**src/rtl/mem_request_arbiter.sv**
```systemverilog
// mem_request_arbiter: shares the memory_controller read port between the
// kernel-load (0) and image-fetch (1) paths, round-robin on ties, with watchdog.
module mem_request_arbiter #(
    parameter int ADDR_W  = 48,
    parameter int DATA_W  = 48,
    parameter int TIMEOUT = 64
) (
    input  logic              CLK,
    input  logic              RESET,
    input  logic              REQ0,
    input  logic              REQ1,
    input  logic [1:0]        CTRL0,
    input  logic [1:0]        CTRL1,
    input  logic [1:0]        INDEX0,
    input  logic [1:0]        INDEX1,
    input  logic [ADDR_W-1:0] ADDR0,
    input  logic [ADDR_W-1:0] ADDR1,
    output logic              DONE0,
    output logic              DONE1,
    output logic              ERR,
    output logic [DATA_W-1:0] RDATA,
    output logic              GRANT,
    output logic              BUSY,
    output logic              MC_ENABLE,
    output logic [1:0]        MC_CTRL,
    output logic [1:0]        MC_INDEX,
    output logic [ADDR_W-1:0] MC_ADDRESS,
    input  logic              MC_HANDSHAKE,
    input  logic [DATA_W-1:0] MC_READ
);

    localparam int TW = $clog2(TIMEOUT);
    localparam logic [TW-1:0] TLAST = TW'(TIMEOUT - 1);

    typedef enum logic [1:0] {
        IDLE    = 2'd0,
        WAIT    = 2'd1,
        RELEASE = 2'd2
    } state_t;

    state_t state;
    state_t state_nx;

    logic          last_grant;
    logic [TW-1:0] timer;

    logic              req_any;
    logic              winner;
    logic              timed_out;
    logic              load;
    logic              capture;
    logic              abort;
    logic              timer_inc;
    logic [1:0]        ctrl_sel;
    logic [1:0]        index_sel;
    logic [ADDR_W-1:0] addr_sel;

    // A tie goes to whichever requester did not win last time.
    always_comb begin
        req_any = REQ0 | REQ1;
        if (REQ0 && REQ1) begin
            winner = ~last_grant;
        end else begin
            winner = REQ1;
        end
        if (winner) begin
            ctrl_sel  = CTRL1;
            index_sel = INDEX1;
            addr_sel  = ADDR1;
        end else begin
            ctrl_sel  = CTRL0;
            index_sel = INDEX0;
            addr_sel  = ADDR0;
        end
        timed_out = (timer == TLAST);
    end

    always_ff @(posedge CLK or negedge RESET) begin
        if (!RESET) begin
            state <= IDLE;
        end else begin
            state <= state_nx;
        end
    end

    always_comb begin
        state_nx = state;
        unique case (state)
            IDLE: begin
                if (req_any) begin
                    state_nx = WAIT;
                end
            end
            WAIT: begin
                if (MC_HANDSHAKE || timed_out) begin
                    state_nx = RELEASE;
                end
            end
            RELEASE: state_nx = IDLE;
            default: state_nx = IDLE;
        endcase
    end

    // Handshake has priority over the watchdog on the final timer cycle.
    always_comb begin
        load      = (state == IDLE) && req_any;
        capture   = (state == WAIT) && MC_HANDSHAKE;
        abort     = (state == WAIT) && !MC_HANDSHAKE && timed_out;
        timer_inc = (state == WAIT) && !MC_HANDSHAKE && !timed_out;
    end

    always_ff @(posedge CLK or negedge RESET) begin
        if (!RESET) begin
            last_grant <= 1'b1;
            timer      <= '0;
            GRANT      <= 1'b0;
            MC_CTRL    <= '0;
            MC_INDEX   <= '0;
            MC_ADDRESS <= '0;
            RDATA      <= '0;
            ERR        <= 1'b0;
            DONE0      <= 1'b0;
            DONE1      <= 1'b0;
            MC_ENABLE  <= 1'b0;
            BUSY       <= 1'b0;
        end else begin
            MC_ENABLE <= (state_nx == WAIT);
            BUSY      <= (state_nx != IDLE);
            DONE0     <= (state_nx == RELEASE) && !GRANT;
            DONE1     <= (state_nx == RELEASE) && GRANT;
            ERR       <= abort;
            if (load) begin
                GRANT      <= winner;
                last_grant <= winner;
                MC_CTRL    <= ctrl_sel;
                MC_INDEX   <= index_sel;
                MC_ADDRESS <= addr_sel;
                timer      <= '0;
            end else if (timer_inc) begin
                timer <= timer + 1'b1;
            end
            if (capture) begin
                RDATA <= MC_READ;
            end
        end
    end

    a_one_done : assert property (
        @(posedge CLK) disable iff (!RESET) !(DONE0 && DONE1));
    a_en_busy : assert property (
        @(posedge CLK) disable iff (!RESET) MC_ENABLE |-> BUSY);

endmodule

```
**config.mk**
```make
export PLATFORM = sky130hd
export DESIGN_NAME = mem_request_arbiter
export DESIGN_NICKNAME = d
export VERILOG_FILES = /design/src/rtl/mem_request_arbiter.sv
export SDC_FILE = /design/constraint.sdc
export NUM_CORES = 1
export LEC_CHECK = 0
export ABC_AREA = 1
export CORE_MARGIN = 3
export CORE_UTILIZATION = 39
export DETAILED_ROUTE_END_ITERATION = 8
export PLACE_DENSITY = 0.8
export SYNTH_ARGS = -nofsm -noshare
export SYNTH_HDL_FRONTEND = slang
export SYNTH_SLANG_ARGS = --single-unit
```
**constraint.sdc**
```tcl
create_clock -name CLK -period 1.75 [get_ports CLK]
set_input_delay 0.4375 -clock CLK [delete_from_list [all_inputs] [get_ports CLK]]
set_output_delay 0.4375 -clock CLK [all_outputs]
set_load 0.01 [all_outputs]
```
==> results of run 1 <==
stage by stage:
step                setup TNS (ns)  std cells  setup slack, ns  total power, mW  hold slack [ns]
detailed placement           -2.57        990           -0.113             10.9            0.427
global placement             -1.78        990          -0.0699             10.7            0.413
CTS                              0       1022        0.0000315             13.8            0.458
global route                     0       1022         0.000500             14.5            0.488
floorplan                        0        574            0.462             7.20            0.142
finish                           0       1022           0.0246             13.6            0.454
repair_timing:
item / CTS / global route
endpoints found under the setup margin: 62 / 37
resized for setup: 62 / 37
hold endpoints to repair: 8 / 0
buffers inserted: 0 / 0
hold buffers: 1 / 0
flip-flops by register name, summed over array words and instances, names as in the netlist:
register,flops
MC_ADDRESS,48
RDATA,48
timer,6
MC_CTRL,2
MC_INDEX,2
state,2
BUSY,1
DONE0,1
DONE1,1
ERR,1
GRANT,1
MC_ENABLE,1
last_grant,1
placed cells by master, fill, tap and decap left out:
master           count
nor2_1              66
buf_4               17
o21bai_1             1
buf_12               8
nand2_2              1
nand4_1              3
bufinv_16            2
clkinv_2             4
nor2_2               1
clkinv_4             4
nor2_4               1
dfrtp_1            114
nand3_1             52
ha_1                 1
dfstp_2              1
dlygate4sd3_1        1
nand2_1            173
clkinvlp_4           3
inv_2                4
clkbuf_8             1
clkdlybuf4s50_1    162
a21oi_1              2
inv_1                8
o21ai_0             65
dlymetal6s2s_1      37
clkbuf_16           17
dlygate4sd2_1       62
o21ai_1             43
final timing paths:
check	from	to	slack, ns
setup / recovery	RDATA[3]	RDATA[3]	0.02
hold / removal	GRANT	DONE0	0.45
setup reg to reg	timer[0]	timer[3]	0.26
hold reg to reg	GRANT	DONE0	0.45
max in group asynchronous	RESET	MC_ADDRESS[10]	0.61
min in group asynchronous	RESET	RDATA[40]	0.54
power groups by stage:
stage,clock network (mW),registers (mW),logic (mW)
final,3.34,4.60,5.67
after global routing,3.53,4.73,6.24
after CTS,3.39,4.60,5.83
after detailed placement,0,4.65,6.29
after global placement,0,4.59,6.14
after floorplan,0,5.12,2.07
layout make-up:
class | count | area share
clock buffers | 18 | 0.0522
well taps | 168 | 0.0250
multi-input cells | 409 | 0.211
inverters | 12 | 0.00536
clock inverters | 13 | 0.0164
repair buffers | 287 | 0.348
flip-flops and latches | 115 | 0.342
kinds of logic after synthesis:
logic type / after synthesis / synth area share
simple gates: 297 / 0.245
flops: 115 / 0.592
compound gates: 111 / 0.115
buf+inv: 50 / 0.0463
fa+ha+maj: 1 / 0.00257
routing by layer:
| metal | wire length (um) | GRT usage | part of all wire | vias to the layer above |
|---|---|---|---|---|
| li1 | - | - | - | 2400 |
| met1 | 6510 | 0.289 | 0.40 | 2378 |
| met2 | 7900 | 0.382 | 0.49 | 263 |
| met3 | 1460 | 0.0735 | 0.090 | 22 |
| met4 | 295 | 0.0828 | 0.018 | 0 |
| met5 | 0 | 0 | 0 | - |
==> impl_metrics.csv, run 1 <==
group,metric,value,unit
clock_tree,insertion_delay,0.40,ns
detailed_routing,drtAntennaViolNets,0,
detailed_routing,drtIter0Drc,427,
global_routing,grtUsageTotal,0.232,
status,run_status,"finished clean",
timing,finalCritPeriodShare,0.986,
floorplan,start_util,0.402,
power,power.share.clock,0.245,
synthesis,yosysMostFrequentCell,"nand2_1",
synthesis,synth.area.top_cells,"dfrtp_1 (59%), nand2_1 (13%), o21ai_0 (6.7%), nand3_1 (5.3%), nor2_1 (5.2%)",
critical_path,ff2ff_path_depth,8,
synthesis,synth_async_sr_flop_share,1.00,
finish,antennaDiodeCount,0,
synthesis,yosysTopAreaCell,"dfrtp_1",
synthesis,synth_warnings,0,
detailed_routing,vias_per_cell,4.95,
timing,fmax,580,MHz
critical_path,path_class,"flip-flop to output port",
synthesis,yosys.area.top_type_share,0.586,
power,seq_power_share,0.338,
detailed_routing,drt-wirelength-per-cell,15.8,um
critical_path,worstPathMaxFanout,2,
critical_path,cp.depth,1,
critical_path,max_stage_delay,0.54,ns
critical_path,crit_buf_inv,1,
detailed_routing,vias,5063,
finish,layout-drive-gt1-share,0.0749,
timing,worstMarginPinSlew,0.472,ns
critical_path,crit_family,"buffers and inverters",
critical_path,cpMaxStageDelayCell,"clkdlybuf4s50_1",
global_routing,grt_max_degree,54,
min_path,min_path_cells,1,
placed_design,placed_cell_area,7800,sq um
finish,fin_util,0.694,
finish,fin_nets,1000,
synthesis,synth_commonest_cells,"nand2_1 (173), dfrtp_1 (114), nor2_1 (67)",
finish,stdcell_area,8410,sq um
synthesis,ys_ff_latch,115,
power,ir_worst_vdd,0.788,mV
synthesis,synth_cell_types,19,
global_routing,grt_pass1_vias,5161,
floorplan,pin_count,263,
synthesis,ys_seq_area_frac,0.592,
critical_path,startpoint_type,"flip-flop",
clock_tree,max-clock-path-buffers,2,
clock_tree,htreeDepth,4,
finish,seqCellArea,2880,sq um
min_path,min_path_type,"flip-flop to flip-flop",
synthesis,syn_nets,732,
placed_design,routabilityCongestion,0.839,
synthesis,synth_ff_type,"dfrtp_1",
job,drv_cap,0,
finish,fillers,935,
timing,rsz0062_at_grt,"no",
clock_tree,root_buffer,"clkbuf_16",
finish,syn_to_final_growth,72.7,%
timing,slew_headroom,0.685,
power,leakage,4.35,nW
synthesis,synth.avg_cell_area,8.48,sq um
synthesis,synthCells,574,
power,power.internal,8.69,mW
clock_tree,clock-sinks,115,
clock_tree,clk_pin_slew,0.05,ns
global_routing,antenna_found_initial,0,
power,p_switching,4.91,mW
critical_path,path_cells,"clkdlybuf4s50_1",
timing,report.final.setup_viol,0,
floorplan,die_y,118,um
power,switching_share,0.361,
floorplan,dieArea,13900,sq um
clock_tree,cts_tree,"yes",
detailed_routing,drc_errors,0,
floorplan,num_rows,40,
timing,period_minus_slack,1.73,ns
floorplan,die_x,118,um
finish,multi_input_area,1770,sq um
detailed_routing,first_pass_iters,4,
placed_design,port_buffers,262,
critical_path,required,1.31,ns
power,pwr-share-comb,0.417,
synthesis,synth_edf_count,0,
placed_design,dpl.hpwl,11600,um
timing,slew_viol_final,0,
global_routing,overflow,0,
synthesis,synth_area,4870,sq um
floorplan,core,12100,sq um
timing,fin_skew,0.00584,ns
detailed_routing,wirelength,16200,um
critical_path,critPathCaptureType,"output port",
timing,hold_viol,0,
global_routing,grt_pass1_wl,26300,um
clock_tree,cts_buffers,17,
critical_path,arrival,1.29,ns
power,powerDensity,1620,nW/um^2
Note: power is estimated with default switching activity, not from simulation.
==> inputs of run 2 (changes only) <==
--- a/config.mk
+++ b/config.mk
@@ -6,10 +6,13 @@
 export NUM_CORES = 1
 export LEC_CHECK = 0
 export ABC_AREA = 1
+export ABC_CLOCK_PERIOD_IN_PS = 1750
 export CORE_MARGIN = 3
 export CORE_UTILIZATION = 39
 export DETAILED_ROUTE_END_ITERATION = 8
+export MAX_ROUTING_LAYER = met4
 export PLACE_DENSITY = 0.8
 export SYNTH_ARGS = -nofsm -noshare
 export SYNTH_HDL_FRONTEND = slang
 export SYNTH_SLANG_ARGS = --single-unit
+export TNS_END_PERCENT = 10
==> run 2 against run 1 <==
Worst setup slack improved by 0.0019 ns; clock skew about the same; routed wire length fell by 0.61%; combinational power about the same; power decreased by 0.13%; utilization is the same; critical path type unchanged; largest power group unchanged; highest routed layer unchanged.
==> impl_metrics.csv, run 2 (synthesized netlist as in run 1, its figures left out) <==
group,metric,value,unit
detailed_routing,wirelength,16100,um
critical_path,path_cells,"clkdlybuf4s50_1",
timing,fin_worst_hold_slack,0.454,ns
floorplan,start_util,0.402,
timing,rsz0062_at_grt,"no",
critical_path,crit_family,"buffers and inverters",
finish,syn_to_final_growth,72.7,%
detailed_routing,drc_errors,0,
timing,finalCritPeriodShare,0.985,
clock_tree,clock-sinks,115,
power,pwr-share-comb,0.417,
finish,seqCellArea,2880,sq um
floorplan,dieArea,13900,sq um
critical_path,startpoint_type,"flip-flop",
job,drv_cap,0,
finish,multi_input_area,1770,sq um
clock_tree,insertion_delay,0.40,ns
power,ir_worst_vdd,0.786,mV
power,leakage,4.35,nW
critical_path,path_class,"flip-flop to output port",
critical_path,worstPathMaxFanout,2,
finish,reg_top3,"MC_ADDRESS: 48 flops, RDATA: 48 flops, timer: 6 flops",
timing,slew_headroom,0.686,
floorplan,core,12100,sq um
power,power.share.clock,0.245,
detailed_routing,drtIter0Drc,461,
critical_path,cpMaxStageDelayCell,"clkdlybuf4s50_1",
critical_path,max_stage_delay,0.54,ns
status,run_status,"finished clean",
placed_design,dpl.hpwl,11600,um
power,seq_power_share,0.338,
detailed_routing,drtAntennaViolNets,0,
detailed_routing,vias_per_cell,4.95,
timing,fin_ws,0.0265,ns
detailed_routing,drt-wirelength-per-cell,15.7,um
timing,slew_viol_final,0,
floorplan,die_y,118,um
detailed_routing,vias,5064,
critical_path,crit_buf_inv,1,
global_routing,grt_pass1_vias,5160,
min_path,min_path_type,"flip-flop to flip-flop",
clock_tree,htreeDepth,4,
finish,fin_nets,1000,
global_routing,grt_max_degree,54,
critical_path,critPathCaptureType,"output port",
floorplan,pin_count,263,
power,power.internal,8.69,mW
clock_tree,root_buffer,"clkbuf_16",
clock_tree,post_cts_buffers,0,
power,powerDensity,1620,nW/um^2
finish,fillers,935,
floorplan,die_x,118,um
clock_tree,max-clock-path-buffers,2,
timing,fin_skew,0.00606,ns
power,switching_share,0.360,
timing,worstMarginPinSlew,0.471,ns
timing,tns,0,ns
finish,antennaDiodeCount,0,
clock_tree,clk_pin_slew,0.05,ns
global_routing,grt_pass1_wl,26200,um
placed_design,port_buffers,262,
global_routing,antenna_found_initial,0,
critical_path,arrival,1.29,ns
placed_design,routabilityCongestion,0.852,
critical_path,required,1.31,ns
clock_tree,cts_tree,"yes",
timing,hold_viol,0,
power,p_switching,4.90,mW
finish,layout_common_cells,"nand2_1 (173), clkdlybuf4s50_1 (162), dfrtp_1 (114)",
timing,report.final.setup_viol,0,
finish,layout-drive-gt1-share,0.0749,
detailed_routing,first_pass_iters,5,
global_routing,grtUsageTotal,0.238,
floorplan,num_rows,40,
finish,mostFrequentLayoutCell,"nand2_1",
timing,period_minus_slack,1.72,ns
global_routing,overflow,0,
placed_design,dpl_worst_slack,-0.113,ns
clock_tree,cts_buffers,17,
timing,fmax,580,MHz
==> run 2: cell counts in the layout (fill, tap and decap cells not counted) <==
No cell type changed its count.
==> run 2: final timing paths <==
| check | endpoint | cells past startpoint | startpoint | slack (ns) |
|---|---|---|---|---|
| max reg2reg | timer[3] | 8 | timer[0] | 0.26 |
| min in group asynchronous | RDATA[40] | 2 | RESET | 0.54 |
| max | RDATA[3] | 1 | RDATA[3] | 0.03 |
| min reg2reg | DONE0 | 1 | GRANT | 0.45 |
| min | DONE0 | 1 | GRANT | 0.45 |
| max in group asynchronous | MC_ADDRESS[10] | 3 | RESET | 0.61 |
==> run 2: area by class of cell <==
class                   count  area share
flip-flops and latches    115       0.342
clock buffers              18      0.0522
clock inverters            13      0.0164
repair buffers            287       0.348
inverters                  12     0.00536
multi-input cells         409       0.211
well taps                 168      0.0250
==> run 2: through the flow <==
step | total power [mW] | area [sq um] | utilization | instances
after floorplan | 7.20 | 4870 | - | 574
after global placement | 10.7 | 7800 | 0.644 | 990
after detailed placement | 10.9 | 7800 | 0.644 | 990
after CTS | 13.8 | 8310 | 0.686 | 1022
after global routing | 14.5 | 8410 | 0.694 | 1022
final | 13.6 | 8410 | 0.694 | 1022
==> run 2: power groups by stage <==
stage               logic (mW)  registers, mW  clock network (mW)
floorplan                 2.07           5.12                   0
global placement          6.14           4.59                   0
detailed placement        6.29           4.65                   0
CTS                       5.83           4.60                3.39
global route              6.24           4.73                3.53
finish                    5.66           4.59                3.33
==> run 2: layer usage <==
layer | track usage | share of wire | up-vias | wire length (um)
met2 | 0.382 | 0.49 | 274 | 7910
met1 | 0.293 | 0.40 | 2367 | 6450
met5 | - | 0 | - | 0
met4 | 0.0828 | 0.018 | 0 | 297
met3 | 0.0644 | 0.088 | 22 | 1410
li1 | - | - | 2401 | -
==> run 2: timing repair <==
item,in CTS,in global routing
hold buffers,1,0
hold endpoints to repair,8,0
endpoints found under the setup margin,62,37
resized for setup,62,37
==> inputs of run 3 (changes only) <==
--- a/config.mk
+++ b/config.mk
@@ -10,8 +10,10 @@
 export CORE_MARGIN = 3
 export CORE_UTILIZATION = 39
 export DETAILED_ROUTE_END_ITERATION = 8
+export GPL_TIMING_DRIVEN = 1
 export MAX_ROUTING_LAYER = met4
 export PLACE_DENSITY = 0.8
+export SETUP_SLACK_MARGIN = 0.02
 export SYNTH_ARGS = -nofsm -noshare
 export SYNTH_HDL_FRONTEND = slang
 export SYNTH_SLANG_ARGS = --single-unit
==> run 3 against run 2 <==
Register-to-register slack hardly changed; critical endpoint is now RDATA[45]; flip-flop and latch count is the same; routed wire length is 1.5% lower; final area fell by 1.7%; critical path type unchanged; non-clock buffer count stayed put; worst hold slack got worse by 0.0023 ns; via count is 0.87% higher.
==> impl_metrics.csv, run 3 (synthesized netlist as in run 1, its figures left out) <==
group,metric,value,unit
detailed_routing,drtAntennaViolNets,0,
finish,reg_top3,"MC_ADDRESS: 48 flops, RDATA: 48 flops, timer: 6 flops",
timing,fin_ws,0.0396,ns
floorplan,start_util,0.402,
floorplan,die_x,118,um
critical_path,crit_buf_inv,1,
timing,tns,0,ns
timing,fin_skew,0.00620,ns
clock_tree,cts_buffers,17,
finish,fin_util,0.682,
power,pwr-share-comb,0.408,
finish,syn_to_final_growth,69.8,%
critical_path,startpoint_type,"flip-flop",
timing,worstMarginPinSlew,0.466,ns
detailed_routing,drt-wirelength-per-cell,15.5,um
status,run_status,"finished clean",
finish,stdcell_area,8270,sq um
critical_path,crit_family,"buffers and inverters",
power,ir_worst_vdd,0.770,mV
critical_path,critPathCaptureType,"output port",
clock_tree,max-clock-path-buffers,2,
detailed_routing,drtIter0Drc,463,
power,power.share.clock,0.249,
finish,multi_input_area,1770,sq um
timing,slew_viol_final,0,
placed_design,dp.cells,990,
finish,layout_common_cells,"nand2_1 (173), clkdlybuf4s50_1 (157), dfrtp_1 (114)",
clock_tree,post_cts_buffers,0,
power,powerDensity,1620,nW/um^2
power,p_switching,4.89,mW
placed_design,port_buffers,262,
floorplan,num_rows,40,
clock_tree,cts_tree,"yes",
global_routing,overflow,0,
global_routing,grtUsageTotal,0.239,
timing,rsz0062_at_grt,"yes",
finish,mostFrequentLayoutCell,"nand2_1",
floorplan,pin_count,263,
placed_design,routabilityCongestion,0.852,
floorplan,core,12100,sq um
placed_design,dpl_worst_slack,-0.113,ns
critical_path,required,1.31,ns
detailed_routing,drc_errors,0,
power,seq_power_share,0.343,
min_path,min_path_type,"flip-flop to flip-flop",
critical_path,path_class,"flip-flop to output port",
placed_design,dpl.hpwl,11600,um
critical_path,worstPathMaxFanout,2,
timing,fmax,585,MHz
power,power.total,13.4,mW
placed_design,placed_cell_area,7800,sq um
critical_path,path_cells,"clkdlybuf4s50_1",
power,switching_share,0.366,
job,drv_cap,0,
clock_tree,insertion_delay,0.40,ns
finish,fin_nets,1000,
finish,instances_no_fill,1022,
power,leakage,4.02,nW
critical_path,max_stage_delay,0.53,ns
finish,seqCellArea,2880,sq um
timing,hold_viol,0,
clock_tree,clock-sinks,115,
detailed_routing,wirelength,15800,um
finish,antennaDiodeCount,0,
timing,fin_worst_hold_slack,0.452,ns
clock_tree,htreeDepth,4,
clock_tree,root_buffer,"clkbuf_16",
floorplan,dieArea,13900,sq um
global_routing,grt_pass1_wl,26200,um
floorplan,die_y,118,um
timing,finalCritPeriodShare,0.977,
clock_tree,clk_pin_slew,0.05,ns
detailed_routing,vias,5108,
finish,fillers,963,
critical_path,rrSetupSlack,0.26,ns
timing,period_minus_slack,1.71,ns
global_routing,grt_max_degree,54,
finish,layout-drive-gt1-share,0.0749,
power,power.internal,8.48,mW
critical_path,cpMaxStageDelayCell,"clkdlybuf4s50_1",
timing,report.final.setup_viol,0,
timing,slew_headroom,0.689,
global_routing,antenna_found_initial,0,
critical_path,arrival,1.27,ns
detailed_routing,vias_per_cell,5.00,
detailed_routing,first_pass_iters,5,
global_routing,grt_pass1_vias,5164,
[run 3: final cells by class]
cell class              count  area share
clock inverters            13      0.0167
clock buffers              18      0.0531
well taps                 168      0.0254
repair buffers            287       0.337
multi-input cells         409       0.214
flip-flops and latches    115       0.348
inverters                  12     0.00545
[run 3: power by group through the flow]
stage	logic [mW]	registers (mW)	clock network [mW]
after floorplan	2.07	5.12	0
after global placement	6.14	4.59	0
after detailed placement	6.29	4.65	0
after CTS	5.52	4.59	3.39
after global routing	6.01	4.73	3.53
final	5.45	4.59	3.33
[run 3: path summary, 6_finish.rpt]
path                                  end       from  cells past startpoint
max                             RDATA[45]  RDATA[45]                      1
min                                 DONE0      GRANT                      1
max reg2reg                      timer[3]   timer[0]                      8
min reg2reg                         DONE0      GRANT                      1
max in group asynchronous  MC_ADDRESS[10]      RESET                      3
min in group asynchronous       RDATA[40]      RESET                      2
[run 3: metal layers]
| layer | part of all wire | GRT usage | vias up | routed length (um) |
|---|---|---|---|---|
| met2 | 0.49 | 0.383 | 283 | 7730 |
| met1 | 0.40 | 0.293 | 2399 | 6330 |
| li1 | - | - | 2402 | - |
| met3 | 0.091 | 0.0649 | 24 | 1450 |
| met4 | 0.020 | 0.0828 | 0 | 316 |
| met5 | 0 | - | - | 0 |
[run 3: timing repair]
action | 4_1_cts | 5_1_grt
endpoints found under the hold margin | 8 | 0
hold buffers | 1 | 0
pin swaps | 0 | 0
setup endpoints to repair | 103 | 3
resized for setup | 103 | 1
